`src/rtl/clkdiv_pkg.sv`:
```
// -----------------------------------------------------------------------------
// clkdiv_pkg
// Shared definitions for the programmable clock divider:
//   - state_e          : controller FSM encoding (STOP / RUN / PEND)
//   - CLKDIV_DEF_W     : default width of the half-period count
//   - CLKDIV_DEF_HALF  : default half-period loaded at reset
//   - rr_pick()        : two-way round-robin selection helper
// -----------------------------------------------------------------------------
package clkdiv_pkg;

  typedef enum logic [1:0] {
    ST_STOP = 2'd0,
    ST_RUN  = 2'd1,
    ST_PEND = 2'd2
  } state_e;

  localparam int CLKDIV_DEF_W    = 16;
  localparam int CLKDIV_DEF_HALF = 10;

  // Returns a one-hot winner. last=1 means requester 1 was granted last,
  // so on a tie requester 0 wins, and vice versa.
  function automatic logic [1:0] rr_pick(input logic [1:0] req, input logic last);
    logic [1:0] win;
    case (req)
      2'b01:   win = 2'b01;
      2'b10:   win = 2'b10;
      2'b11:   win = last ? 2'b01 : 2'b10;
      default: win = 2'b00;
    endcase
    return win;
  endfunction

endpackage

```
`src/rtl/clkdiv_ctrl_if.sv`:
```
// -----------------------------------------------------------------------------
// clkdiv_ctrl_if
// Reconfiguration channel between the two requesters and the divider.
//   req[1:0]   : per-requester request, held until granted
//   half0/1    : requested half-period of requester 0 / 1
//   gnt[1:0]   : one-cycle one-hot grant
// Modports:
//   master : requester side (drives req/half, observes gnt)
//   slave  : arbiter side   (observes req/half, drives gnt)
// -----------------------------------------------------------------------------
interface clkdiv_ctrl_if #(
  parameter int W = clkdiv_pkg::CLKDIV_DEF_W
);
  logic [1:0]   req;
  logic [W-1:0] half0;
  logic [W-1:0] half1;
  logic [1:0]   gnt;

  modport master (output req, output half0, output half1, input gnt);
  modport slave  (input req, input half0, input half1, output gnt);
endinterface

```
`src/rtl/rr_arb2.sv`:
```
// -----------------------------------------------------------------------------
// rr_arb2
// Two-way round-robin arbiter with a last-grant pointer.
//   clk, rst_n : clock, asynchronous active-low reset
//   enable     : grants may be issued this cycle
//   bus        : slave side of the reconfiguration channel (req/half in,
//                registered one-hot gnt out)
//   win        : combinational winner for this cycle (what gnt will show next)
//   win_half   : half value of that winner, captured by the parent on the
//                same edge that registers gnt
// After reset the pointer favours requester 0.
// -----------------------------------------------------------------------------
module rr_arb2 import clkdiv_pkg::*; #(
  parameter int W = CLKDIV_DEF_W
) (
  input  logic         clk,
  input  logic         rst_n,
  input  logic         enable,
  clkdiv_ctrl_if.slave bus,
  output logic [1:0]   win,
  output logic [W-1:0] win_half
);

  logic [1:0] gnt_d, gnt_q;
  logic       last_d, last_q;   // 1: requester 1 was granted last

  // NOTE: every signal written in always_comb gets a default first, so no
  // path leaves it unassigned and no latch is inferred.
  always_comb begin
    gnt_d    = enable ? rr_pick(bus.req, last_q) : 2'b00;
    last_d   = last_q;
    win_half = gnt_d[1] ? bus.half1 : bus.half0;
    if (gnt_d != 2'b00) begin
      last_d = gnt_d[1];
    end
  end

  // NOTE: sequential state uses non-blocking assignments only, so every flop
  // samples the pre-edge value of its inputs regardless of statement order.
  always_ff @(posedge clk or negedge rst_n) begin
    if (!rst_n) begin
      gnt_q  <= 2'b00;
      last_q <= 1'b1;
    end else begin
      gnt_q  <= gnt_d;
      last_q <= last_d;
    end
  end

  assign bus.gnt = gnt_q;
  assign win     = gnt_d;

endmodule

```
`src/rtl/clkdiv_ctrl.sv`:
```
// -----------------------------------------------------------------------------
// clkdiv_ctrl
// Programmable clock divider with glitch-free ratio changes.
// O_CLK has a period of 2*cur_half I_CLK cycles. Two requesters may ask for a
// new half-period; a round-robin arbiter grants one at a time. A new value
// takes effect only on an O_CLK falling toggle, so no short period is ever
// produced. Stopping also happens on a falling toggle.
// Ports:
//   I_CLK, rst_n  : clock, asynchronous active-low reset
//   en            : run request
//   req, half0/1  : reconfiguration requests and requested half-periods
//   gnt           : one-cycle one-hot grant (registered)
//   O_CLK         : divided clock (registered)
//   tick          : one-cycle pulse in the cycle O_CLK rises
//   busy          : an accepted value is waiting for its boundary
//   cur_half      : half-period currently in effect
// -----------------------------------------------------------------------------
module clkdiv_ctrl import clkdiv_pkg::*; #(
  parameter int W        = CLKDIV_DEF_W,
  parameter int DEF_HALF = CLKDIV_DEF_HALF
) (
  input  logic         I_CLK,
  input  logic         rst_n,
  input  logic         en,
  input  logic [1:0]   req,
  input  logic [W-1:0] half0,
  input  logic [W-1:0] half1,
  output logic [1:0]   gnt,
  output logic         O_CLK,
  output logic         tick,
  output logic         busy,
  output logic [W-1:0] cur_half
);

  clkdiv_ctrl_if #(.W(W)) u_cfg_if ();

  assign u_cfg_if.req   = req;
  assign u_cfg_if.half0 = half0;
  assign u_cfg_if.half1 = half1;
  assign gnt            = u_cfg_if.gnt;

  state_e       state_d, state_q;
  logic [W-1:0] cnt_d, cnt_q;
  logic         o_clk_d, o_clk_q;
  logic         tick_d, tick_q;
  logic         busy_d, busy_q;
  logic [W-1:0] cur_half_d, cur_half_q;
  logic [W-1:0] pend_half_d, pend_half_q;

  logic         arb_en;
  logic [1:0]   arb_win;
  logic [W-1:0] arb_half;
  logic [W-1:0] new_half;
  logic         grant;
  logic         wrap;
  logic         fall;

  // No grant while a value is pending, nor in the cycle gnt is showing.
  assign arb_en = (state_q != ST_PEND) && (u_cfg_if.gnt == 2'b00);

  rr_arb2 #(.W(W)) u_arb (
    .clk      (I_CLK),
    .rst_n    (rst_n),
    .enable   (arb_en),
    .bus      (u_cfg_if.slave),
    .win      (arb_win),
    .win_half (arb_half)
  );

  always_comb begin
    state_d     = state_q;
    cnt_d       = cnt_q;
    o_clk_d     = o_clk_q;
    tick_d      = 1'b0;
    busy_d      = busy_q;
    cur_half_d  = cur_half_q;
    pend_half_d = pend_half_q;

    grant    = (arb_win != 2'b00);
    // A half-period of 0 would never wrap; treat it as 1.
    new_half = (arb_half == '0) ? W'(1) : arb_half;
    wrap     = (cnt_q == cur_half_q - W'(1));
    fall     = 1'b0;

    case (state_q)
      ST_STOP: begin
        cnt_d   = '0;
        o_clk_d = 1'b0;
        if (grant) begin
          cur_half_d = new_half;
        end
        if (en) begin
          state_d = ST_RUN;
        end
      end

      ST_RUN, ST_PEND: begin
        fall  = wrap && o_clk_q;
        cnt_d = wrap ? '0 : cnt_q + W'(1);
        if (wrap) begin
          o_clk_d = ~o_clk_q;
          tick_d  = ~o_clk_q;
        end

        // Full-period boundary: the only place a pending value is applied.
        if (fall && (state_q == ST_PEND)) begin
          cur_half_d = pend_half_q;
          busy_d     = 1'b0;
          state_d    = ST_RUN;
        end

        // Grants only reach here in RUN (arb_en blocks PEND). A grant landing
        // on a boundary waits for the next one, unless the divider stops at
        // this boundary, in which case it loads directly as it would in STOP.
        if (grant) begin
          if (fall && !en) begin
            cur_half_d = new_half;
          end else begin
            pend_half_d = new_half;
            busy_d      = 1'b1;
            state_d     = ST_PEND;
          end
        end

        // en is sampled only at the boundary, so a brief drop is cancelled.
        if (fall && !en) begin
          state_d = ST_STOP;
          busy_d  = 1'b0;
        end
      end

      default: begin
        state_d = ST_STOP;
        cnt_d   = '0;
        o_clk_d = 1'b0;
      end
    endcase
  end

  always_ff @(posedge I_CLK or negedge rst_n) begin
    if (!rst_n) begin
      state_q     <= ST_STOP;
      cnt_q       <= '0;
      o_clk_q     <= 1'b0;
      tick_q      <= 1'b0;
      busy_q      <= 1'b0;
      cur_half_q  <= W'(DEF_HALF);
      pend_half_q <= W'(DEF_HALF);
    end else begin
      state_q     <= state_d;
      cnt_q       <= cnt_d;
      o_clk_q     <= o_clk_d;
      tick_q      <= tick_d;
      busy_q      <= busy_d;
      cur_half_q  <= cur_half_d;
      pend_half_q <= pend_half_d;
    end
  end

  assign O_CLK    = o_clk_q;
  assign tick     = tick_q;
  assign busy     = busy_q;
  assign cur_half = cur_half_q;

endmodule
```
`config.mk`:
```
export PLATFORM = sky130hd
export DESIGN_NAME = clkdiv_ctrl
export DESIGN_NICKNAME = d
export VERILOG_FILES = /design/src/rtl/clkdiv_pkg.sv /design/src/rtl/clkdiv_ctrl_if.sv /design/src/rtl/rr_arb2.sv /design/src/rtl/clkdiv_ctrl.sv
export SDC_FILE = /design/constraint.sdc
export NUM_CORES = 1
export LEC_CHECK = 0
export CAP_MARGIN = 25
export CORE_MARGIN = 3
export CORE_UTILIZATION = 40
export CTS_CLUSTER_SIZE = 30
export DETAILED_ROUTE_END_ITERATION = 16
export GPL_ROUTABILITY_DRIVEN = 0
export GPL_TIMING_DRIVEN = 0
export PLACE_DENSITY = 0.7
export SETUP_SLACK_MARGIN = 0.02
export SLEW_MARGIN = 40
export SYNTH_ARGS = -nofsm -noshare
export SYNTH_HDL_FRONTEND = slang
export SYNTH_HIERARCHICAL = 1
export SYNTH_SLANG_ARGS = --single-unit
```
`constraint.sdc`:
```
create_clock -name I_CLK -period 3.3 [get_ports I_CLK]
set_input_delay 0.825 -clock I_CLK [delete_from_list [all_inputs] [get_ports I_CLK]]
set_output_delay 0.825 -clock I_CLK [all_outputs]
set_load 0.02 [all_outputs]
```
==> load_flow_metrics.sql <==
INSERT INTO impl_metrics (metric_group, metric, value, unit) VALUES
('cts', 'clock_pin_slew_reported_for_the_worst_setup_and_hold_paths_after_clock_tree_synthesis', '0.11', 'ns'),
('grt', 'first_global_vias', '3195', ''),
('cts', 'clock-root-buffer', 'sky130_fd_sc_hd__clkbuf_8', ''),
('cts', 'cts_sink_count', '56', ''),
('detailed_routing', 'ant_nets', '0', ''),
('synth', 'postSynth.topFlopCell', 'sky130_fd_sc_hd__dfrtp_1', ''),
('pwr', 'switch_share', '42.5', '%'),
('synth', 'yosys-top-cells-count', 'sky130_fd_sc_hd__dfrtp_1, sky130_fd_sc_hd__nor2_1, sky130_fd_sc_hd__mux2_2', ''),
('worst_setup_path', 'r2r_setup_slack', '0.10', 'ns'),
('cells_and_area', 'nNetsFinal', '519', ''),
('cells_and_area', 'final_layout_size_suffix_gt1_share', '23.2', '%'),
('worst_setup_path', 'worstPathCellList', 'buf_4, buf_4, or4_1, or3_1, and4bb_2, and4_1, buf_6, nor2_2, mux2_2', ''),
('cts', 'htree_levels', '2', ''),
('timing', 'final-setup-viol-count', '0', ''),
('floorplan', 'die_outline_width', '103', 'um'),
('hold_path', 'min_path_type', 'in2async', ''),
('cts', 'clock_tree.buffer_depth', '2', ''),
('timing', 'count_of_pins_over_their_slew_limit', '0', ''),
('detailed_routing', 'drt-total-wl', '10.3', 'mm'),
('floorplan', 'design.portCount', '58', ''),
('run', 'drv.max_cap_violation_count', '0', ''),
('synth', 'synthMostInstantiatedCell', 'sky130_fd_sc_hd__dfrtp_1', ''),
('worst_setup_path', 'worst_ep_required_time', '3.52', 'ns'),
('timing', 'finalHoldViolCount', '0', ''),
('worst_setup_path', 'r2r_start', 'cur_half[3]', ''),
('synth', 'post_synth_inst_count', '390', ''),
('worst_setup_path', 'critical_path.max_fanout', '9', ''),
('cells_and_area', 'area_growth', '31.3', '%'),
('cells_and_area', 'antenna_cells_inserted', '0', ''),
('floorplan', 'die_outline_area', '10500', 'um2'),
('pwr', 'internal_power', '2.21', 'mW'),
('pwr', 'comb_power_share', '57.6', '%'),
('grt', 'global_route.usage.total', '19.9', '%'),
('detailed_routing', 'drcViolationCount', '0', ''),
('grt', 'grt-ovfl-total', '0', ''),
('worst_setup_path', 'cp_data_arrival_time', '3.41', 'ns'),
('timing', 'post-route-worst-setup-slack', '0.104', 'ns'),
('synth', 'ys_types', '64', ''),
('detailed_routing', 'post_drt_via_cell_ratio', '5.69', ''),
('synth', 'synth_top_area_cell', 'sky130_fd_sc_hd__dfrtp_1', ''),
('timing', 'slew-limit-headroom', '45.6', '%'),
('floorplan', 'rows', '34', ''),
('synth', 'postSynthNetCount', '432', ''),
('synth', 'ys_ff_latch', '56', ''),
('worst_setup_path', 'worst_r2r_path_depth', '9', ''),
('detailed_routing', 'detail_route.first_pass.iterations', '4', ''),
('detailed_routing', 'routed_wire_length_per_instance', '17.6', 'um'),
('synth', 'synth.avg_cell_area', '9.58', 'um2'),
('placement', 'numPortBuffers', '57', ''),
('cells_and_area', 'finalInstanceArea', '4910', 'um2'),
('pwr', 'report.power.total', '3.84', 'mW'),
('detailed_routing', 'vias', '3335', ''),
('cts', 'cts_tree', 'done', ''),
('pwr', 'power-per-cell-area', '782', 'nW/um2'),
('pwr', 'vdd_drop_max', '0.451', 'mV'),
('grt', 'antenna_violations_before_repair', '0', ''),
('timing', 'finClkSkew', '0.0158', 'ns'),
('pwr', 'p_clk_share', '10.7', '%'),
('placement', 'placement.setup.worst_slack', '-0.637', 'ns'),
('timing', 'post-route-min-period', '3.20', 'ns'),
('cts', 'worst_skew_pair.late_latency', '0.32', 'ns'),
('timing', 'rsz_0062_raised_after_global_routing', 'true', ''),
('run_status', 'outcome', 'complete, no violations', ''),
('worst_setup_path', 'crit-reg2reg-capture', 'pend_half_q[7]', ''),
('worst_setup_path', 'cpLargestDelayFamily', 'simple AND/OR/NAND/NOR gates', ''),
('worst_setup_path', 'crit_path_end_kind', 'flop', ''),
('pwr', 'sequentialPowerShare', '31.7', '%'),
('timing', 'max_slew.worst_pin.slew', '0.816', 'ns'),
('synth', 'netlist_top_cells_area', 'sky130_fd_sc_hd__dfrtp_1, sky130_fd_sc_hd__mux2_2, sky130_fd_sc_hd__nor2_1', ''),
('grt', 'first_pass_grt_wire_length', '16.5', 'mm'),
('worst_setup_path', 'setup.worst_path.start_class', 'flop', '');
[what timing repair did]
action,in CTS,in global routing
pin swaps,1,8
hold endpoints to repair,0,0
buffers inserted,8,15
gates resized for setup,28,19
gates cloned,0,2
setup endpoints to repair,36,37
[worst reg2reg max path: cells and delay by family, from the launching register on]
| family | cells | cell delay, ns |
|---|---|---|
| buffers and inverters | 3 | 0.44 |
| muxes | 1 | 0.40 |
| and+or+nand+nor | 5 | 1.83 |
| DFF | 1 | 0.42 |
[logic make-up after synthesis]
| family | after synthesis | synth area share (%) |
|---|---|---|
| mux | 32 | 10.5 |
| xor+xnor | 30 | 7.03 |
| flops | 56 | 37.7 |
| simple gates | 161 | 24.4 |
| buf+inv | 31 | 3.98 |
| compound gates | 75 | 14.7 |
| fa+ha+maj | 5 | 1.67 |
[registers in the layout, summed over array words and instances (netlist names)]
register and count:
cnt_q 16, cur_half 16, pend_half_q 16, state_q 2, u_arb/bus.gnt 2, O_CLK 1, busy 1, tick 1
u_arb/last_q 1
[layout make-up]
cell class / count / area (um2)
fillers: 807 / 3990
multi-input cells: 304 / 2320
well taps: 108 / 135
inverters: 12 / 45.0
clock buffers: 8 / 90.1
repair buffers: 82 / 786
plain buffers: 16 / 113
flip-flops and latches: 56 / 1410
[per-layer routing]
layer | global-route usage [%] | vias to the layer above | wire, um
li1 | - | 1600 | -
met1 | 27.7 | 1638 | 4740
met2 | 32.5 | 84 | 4930
met3 | 3.11 | 13 | 487
met4 | 5.05 | 0 | 131
met5 | 0 | - | 0
[power groups by stage]
stage / clock network (mW) / registers, mW / logic (mW)
floorplan: 0 / 1.28 / 1.19
CTS: 0.411 / 1.22 / 2.08
global route: 0.444 / 1.25 / 2.40
detailed placement: 0 / 1.25 / 1.88
finish: 0.410 / 1.22 / 2.21
global placement: 0 / 1.25 / 1.83
[worst max path at each step]
stage / from / endpoint / slack (ns) / cells past startpoint
final: cur_half[3] / pend_half_q[7] / 0.10 / 9
after CTS: cur_half[8] / cur_half[8] / 0.04 / 9
after floorplan: cur_half[4] / cur_half[10] / 0.09 / 10
after global placement: req[0] / cur_half[6] / -0.60 / 13
after global routing: cur_half[4] / cur_half[8] / 0.001 / 11
after detailed placement: req[0] / cur_half[10] / -0.64 / 13
[cell usage in the layout (no fill, tap or decap), types with 6 or more instances in the layout]
cell                               n
sky130_fd_sc_hd__xnor2_1          15
sky130_fd_sc_hd__or3_1            20
sky130_fd_sc_hd__clkdlybuf4s50_1  56
sky130_fd_sc_hd__clkbuf_8          6
sky130_fd_sc_hd__nand3_1          15
sky130_fd_sc_hd__buf_4            24
sky130_fd_sc_hd__inv_1            10
sky130_fd_sc_hd__nor3b_1          15
sky130_fd_sc_hd__nand2_1          15
sky130_fd_sc_hd__dfrtp_1          46
sky130_fd_sc_hd__mux2_2           22
sky130_fd_sc_hd__o211a_1          16
sky130_fd_sc_hd__mux2_4            9
sky130_fd_sc_hd__xor2_1           15
sky130_fd_sc_hd__a21oi_1          21
sky130_fd_sc_hd__o21ai_0           8
sky130_fd_sc_hd__clkbuf_1         10
sky130_fd_sc_hd__nor2_1           44
[metrics by stage]
| step | setup TNS (ns) | instances | hold WS [ns] | utilization, % |
|---|---|---|---|---|
| 5_1_grt | 0 | 586 | 0.375 | 55.2 |
| 3_5_place_dp | -13.17 | 556 | 0.497 | 50.2 |
| 2_1_floorplan | 0 | 390 | 0.481 | - |
| 4_1_cts | 0 | 572 | 0.378 | 53.1 |
| 3_3_place_gp | -30.17 | 555 | 0.491 | 50.0 |
| 6_report | 0 | 586 | 0.364 | 55.2 |
Note: power is estimated with default switching activity, not from simulation.
==> edit: new RTL, same flow settings <==
Re-encode `state_e` (3 states) as one-hot, 3 bits wide.
--- a/src/rtl/clkdiv_pkg.sv
+++ b/src/rtl/clkdiv_pkg.sv
@@ -8,10 +8,10 @@
 // -----------------------------------------------------------------------------
 package clkdiv_pkg;
 
-  typedef enum logic [1:0] {
-    ST_STOP = 2'd0,
-    ST_RUN  = 2'd1,
-    ST_PEND = 2'd2
+  typedef enum logic [2:0] {
+    ST_STOP = 3'b001,
+    ST_RUN  = 3'b010,
+    ST_PEND = 3'b100
   } state_e;
 
   localparam int CLKDIV_DEF_W    = 16;
Formal check against the unedited RTL: same outputs for any inputs over 10 cycles, from zero or initial values and one cycle with rst_n low; not proved beyond that.
==> edit against the original RTL <==
- sequential power is 7% higher
- global-route usage is 1.7 points lower
- worst setup slack better by 13 ps
- power is 9.4% lower
- sequential cell count is 1 higher
- wire length is 15% lower
- synthesized area is 6.0% lower
- design area is 7.1% lower
- count of clock-buffer cells in the layout is 2 higher
- clock skew is 6.9 ps lower
- critical endpoint is now cur_half[13]
==> edit: results (changes against the original RTL) <==
Post-synthesis net count: 385 (-11%). The horizontal extent of the die was 99.7 um (-2.8%). The commonest cells after synthesis are sky130_fd_sc_hd__dfrtp_1 (51), sky130_fd_sc_hd__nor2_1 (46), sky130_fd_sc_hd__mux2_2 (24). The initial antenna violation count was 0 (unchanged); the async set or reset register ratio after synthesis was 100% (unchanged). The static leakage came out at 1.80 nW (-9.9%). The cell count after synthesis is 346 (-11%), and the half-perimeter wire length of the detailed placement result is 6340 um (-14%). The biggest fanout along the worst timing path was 10 (+1); the switching power share of the total was 40.9% (-1.6 points). The tools report the first-pass GRT wire length as 14500 um (-12%). By area the synthesized netlist is led by sky130_fd_sc_hd__dfrtp_1 (36%), sky130_fd_sc_hd__mux2_2 (7.7%), sky130_fd_sc_hd__nor2_1 (4.9%), sky130_fd_sc_hd__dfstp_2 (4.5%), sky130_fd_sc_hd__xnor2_1 (4.2%).

The count of buffers inserted at the top-level ports was 56 (-1.8%); the number of detailed-route iterations in the first pass was 4 (unchanged). The run gives 24.0% (-3.7 points) as the routing usage on met1. The longest individual stage delay on the worst path came out at 470 ps (-80 ps).

The final cell count without fillers is 529 (-9.7%). Grouping stages by cell kind, the critical path spends the most delay in simple AND/OR/NAND/NOR gates. The maximum clock insertion buffer count came out at 2 (unchanged). The clock latency on the worst-skew pair came out at 350 ps (+30 ps). The tools report the overall global routing resource usage as 18.3% (-1.7 points). The arrival time of the worst setup path came out at 3420 ps (about the same).

The run gives 3 (+1) as the maximum level of the CTS H-tree. Cell with the largest stage delay on the worst path: sky130_fd_sc_hd__dfrtp_2. The logs give 29.9% (-2.6 points) for the routing usage on met2 and 508 (-8.6%) for the cell count after placement. The max-slew headroom at the worst pin came out at 69.1% (+24 points). The aggregate routed wire length was 8800 um (-15%).

The peak ir drop on the vdd network is 0.336 mV (-26%), and the via count of the first global-routing pass is 2934 (-8.2%). The number of fill cells in the layout is 725 (-10%). Antenna cell count: 0 (unchanged). The type of the most critical hold path was primary input to asynchronous set/reset pin. The tools report the root buffer cell as sky130_fd_sc_hd__clkbuf_8. The flow ran to the end, and the final reports show no timing, DRC or antenna violations. Unique cell type count in the Yosys netlist: 58 (-9.4%). The worst clock skew was 8.98 ps (-6.86 ps). For the met3 routing resource usage after global routing, the log shows 4.35% (+1.2 points).

The run gives 9 (+4) as the total clock buffers created by CTS. The CTS clock-pin slew for the worst setup and hold paths is 70 ps (-40 ps), and the detail-routed via count per cell is 5.57 (-2.1%). The run gives 40.8% (+3.1 points) as the sequential area share after synthesis. Count of synthesis-stage warnings from yosys: 6 (unchanged). The fraction of final layout cells with drive strength greater than 1 came out at 25.5% (+2.2 points). The antenna violation net count after detailed routing is 0 (unchanged). The run gives 259 (+110%) as the initial detailed-routing violation count. For the number of nets in the final layout, the log shows 458 (-12%).

The run gives 40 (+2.6%) as the maximum number of pins on one net before global-route repair. The run gives -747 ps (-110 ps) as the minimum setup slack after placement.
[edit: cell types whose count changed after synthesis, moves of 4 or more]
cell,change
sky130_fd_sc_hd__or3_1,-19
sky130_fd_sc_hd__o211a_1,-15
sky130_fd_sc_hd__nand3_1,-4
sky130_fd_sc_hd__a21oi_1,-13
sky130_fd_sc_hd__nor3b_1,-14
sky130_fd_sc_hd__inv_1,-4
sky130_fd_sc_hd__o221a_2,+6
sky130_fd_sc_hd__nand2_1,+4
sky130_fd_sc_hd__o21ai_0,+11
sky130_fd_sc_hd__o221a_1,+9
[edit: metrics by stage]
| step | TNS, ps | hold slack (ps) | instance area [sq um] |
|---|---|---|---|
| 6_report | 0 | 355 | 4560 |
| 3_3_place_gp | -38480 | 488 | 4210 |
| 3_5_place_dp | -16740 | 495 | 4230 |
| 2_1_floorplan | 0 | 479 | 3520 |
| 4_1_cts | 0 | 346 | 4490 |
| 5_1_grt | -82.0 | 361 | 4560 |
[edit: what timing repair did]
action | CTS | global route
endpoints found under the setup margin | 45 | 44
pin swaps | 3 | 2
gates resized for setup | 15 | 18
buffers inserted | 5 | 4
endpoints found under the hold margin | 0 | 0
[edit: cells by family after synthesis]
group	count (synthesis)	share of synthesized area [%]
muxes	33	11.5
DFF	57	40.8
adders and majority gates	2	0.712
AOI/OAI and AO/OA	69	15.8
xor gates and xnor gates	33	8.22
buffers and inverters	25	3.74
and+or+nand+nor	127	19.2
[edit: final timing paths]
path / start / slack [ps] / to / cells past startpoint
worst max-delay path: cur_half[9] / 120 / cur_half[13] / 9
worst min-delay path: rst_n / 360 / busy / 1
worst max register to register: cur_half[9] / 120 / cur_half[13] / 9
worst min register to register: pend_half_q[0] / 510 / pend_half_q[0] / 1
max in group asynchronous: rst_n / 2400 / state_q[0] / 2
min in group I_CLK: pend_half_q[0] / 510 / pend_half_q[0] / 1
[edit: power groups by stage]
stage,clock network [W],registers [W],logic (W)
floorplan,0,0.00129,0.000953
global placement,0,0.00122,0.00152
detailed placement,0,0.00123,0.00155
CTS,0.000580,0.00125,0.00158
global route,0.000609,0.00134,0.00175
finish,0.000572,0.00130,0.00161
[edit: final cells by class]
class	count	area (sq um)	share of cell area [%]
Multi-Input combinational cell	264	2050	45.1
Sequential cell	57	1440	31.6
Timing Repair Buffer	66	649	14.3
Tap cell	105	131	2.88
Clock buffer	10	128	2.80
Buffer	13	87.6	1.92
Clock inverter	6	35.0	0.769
Inverter	8	30.0	0.659
[edit: layer usage]
layer | up-vias | part of all wire [%] | wire [um]
li1 | 1420 | - | -
met1 | 1417 | 45 | 4000
met2 | 93 | 48 | 4220
met3 | 16 | 5.0 | 444
met4 | 0 | 1.6 | 137
met5 | - | 0 | 0
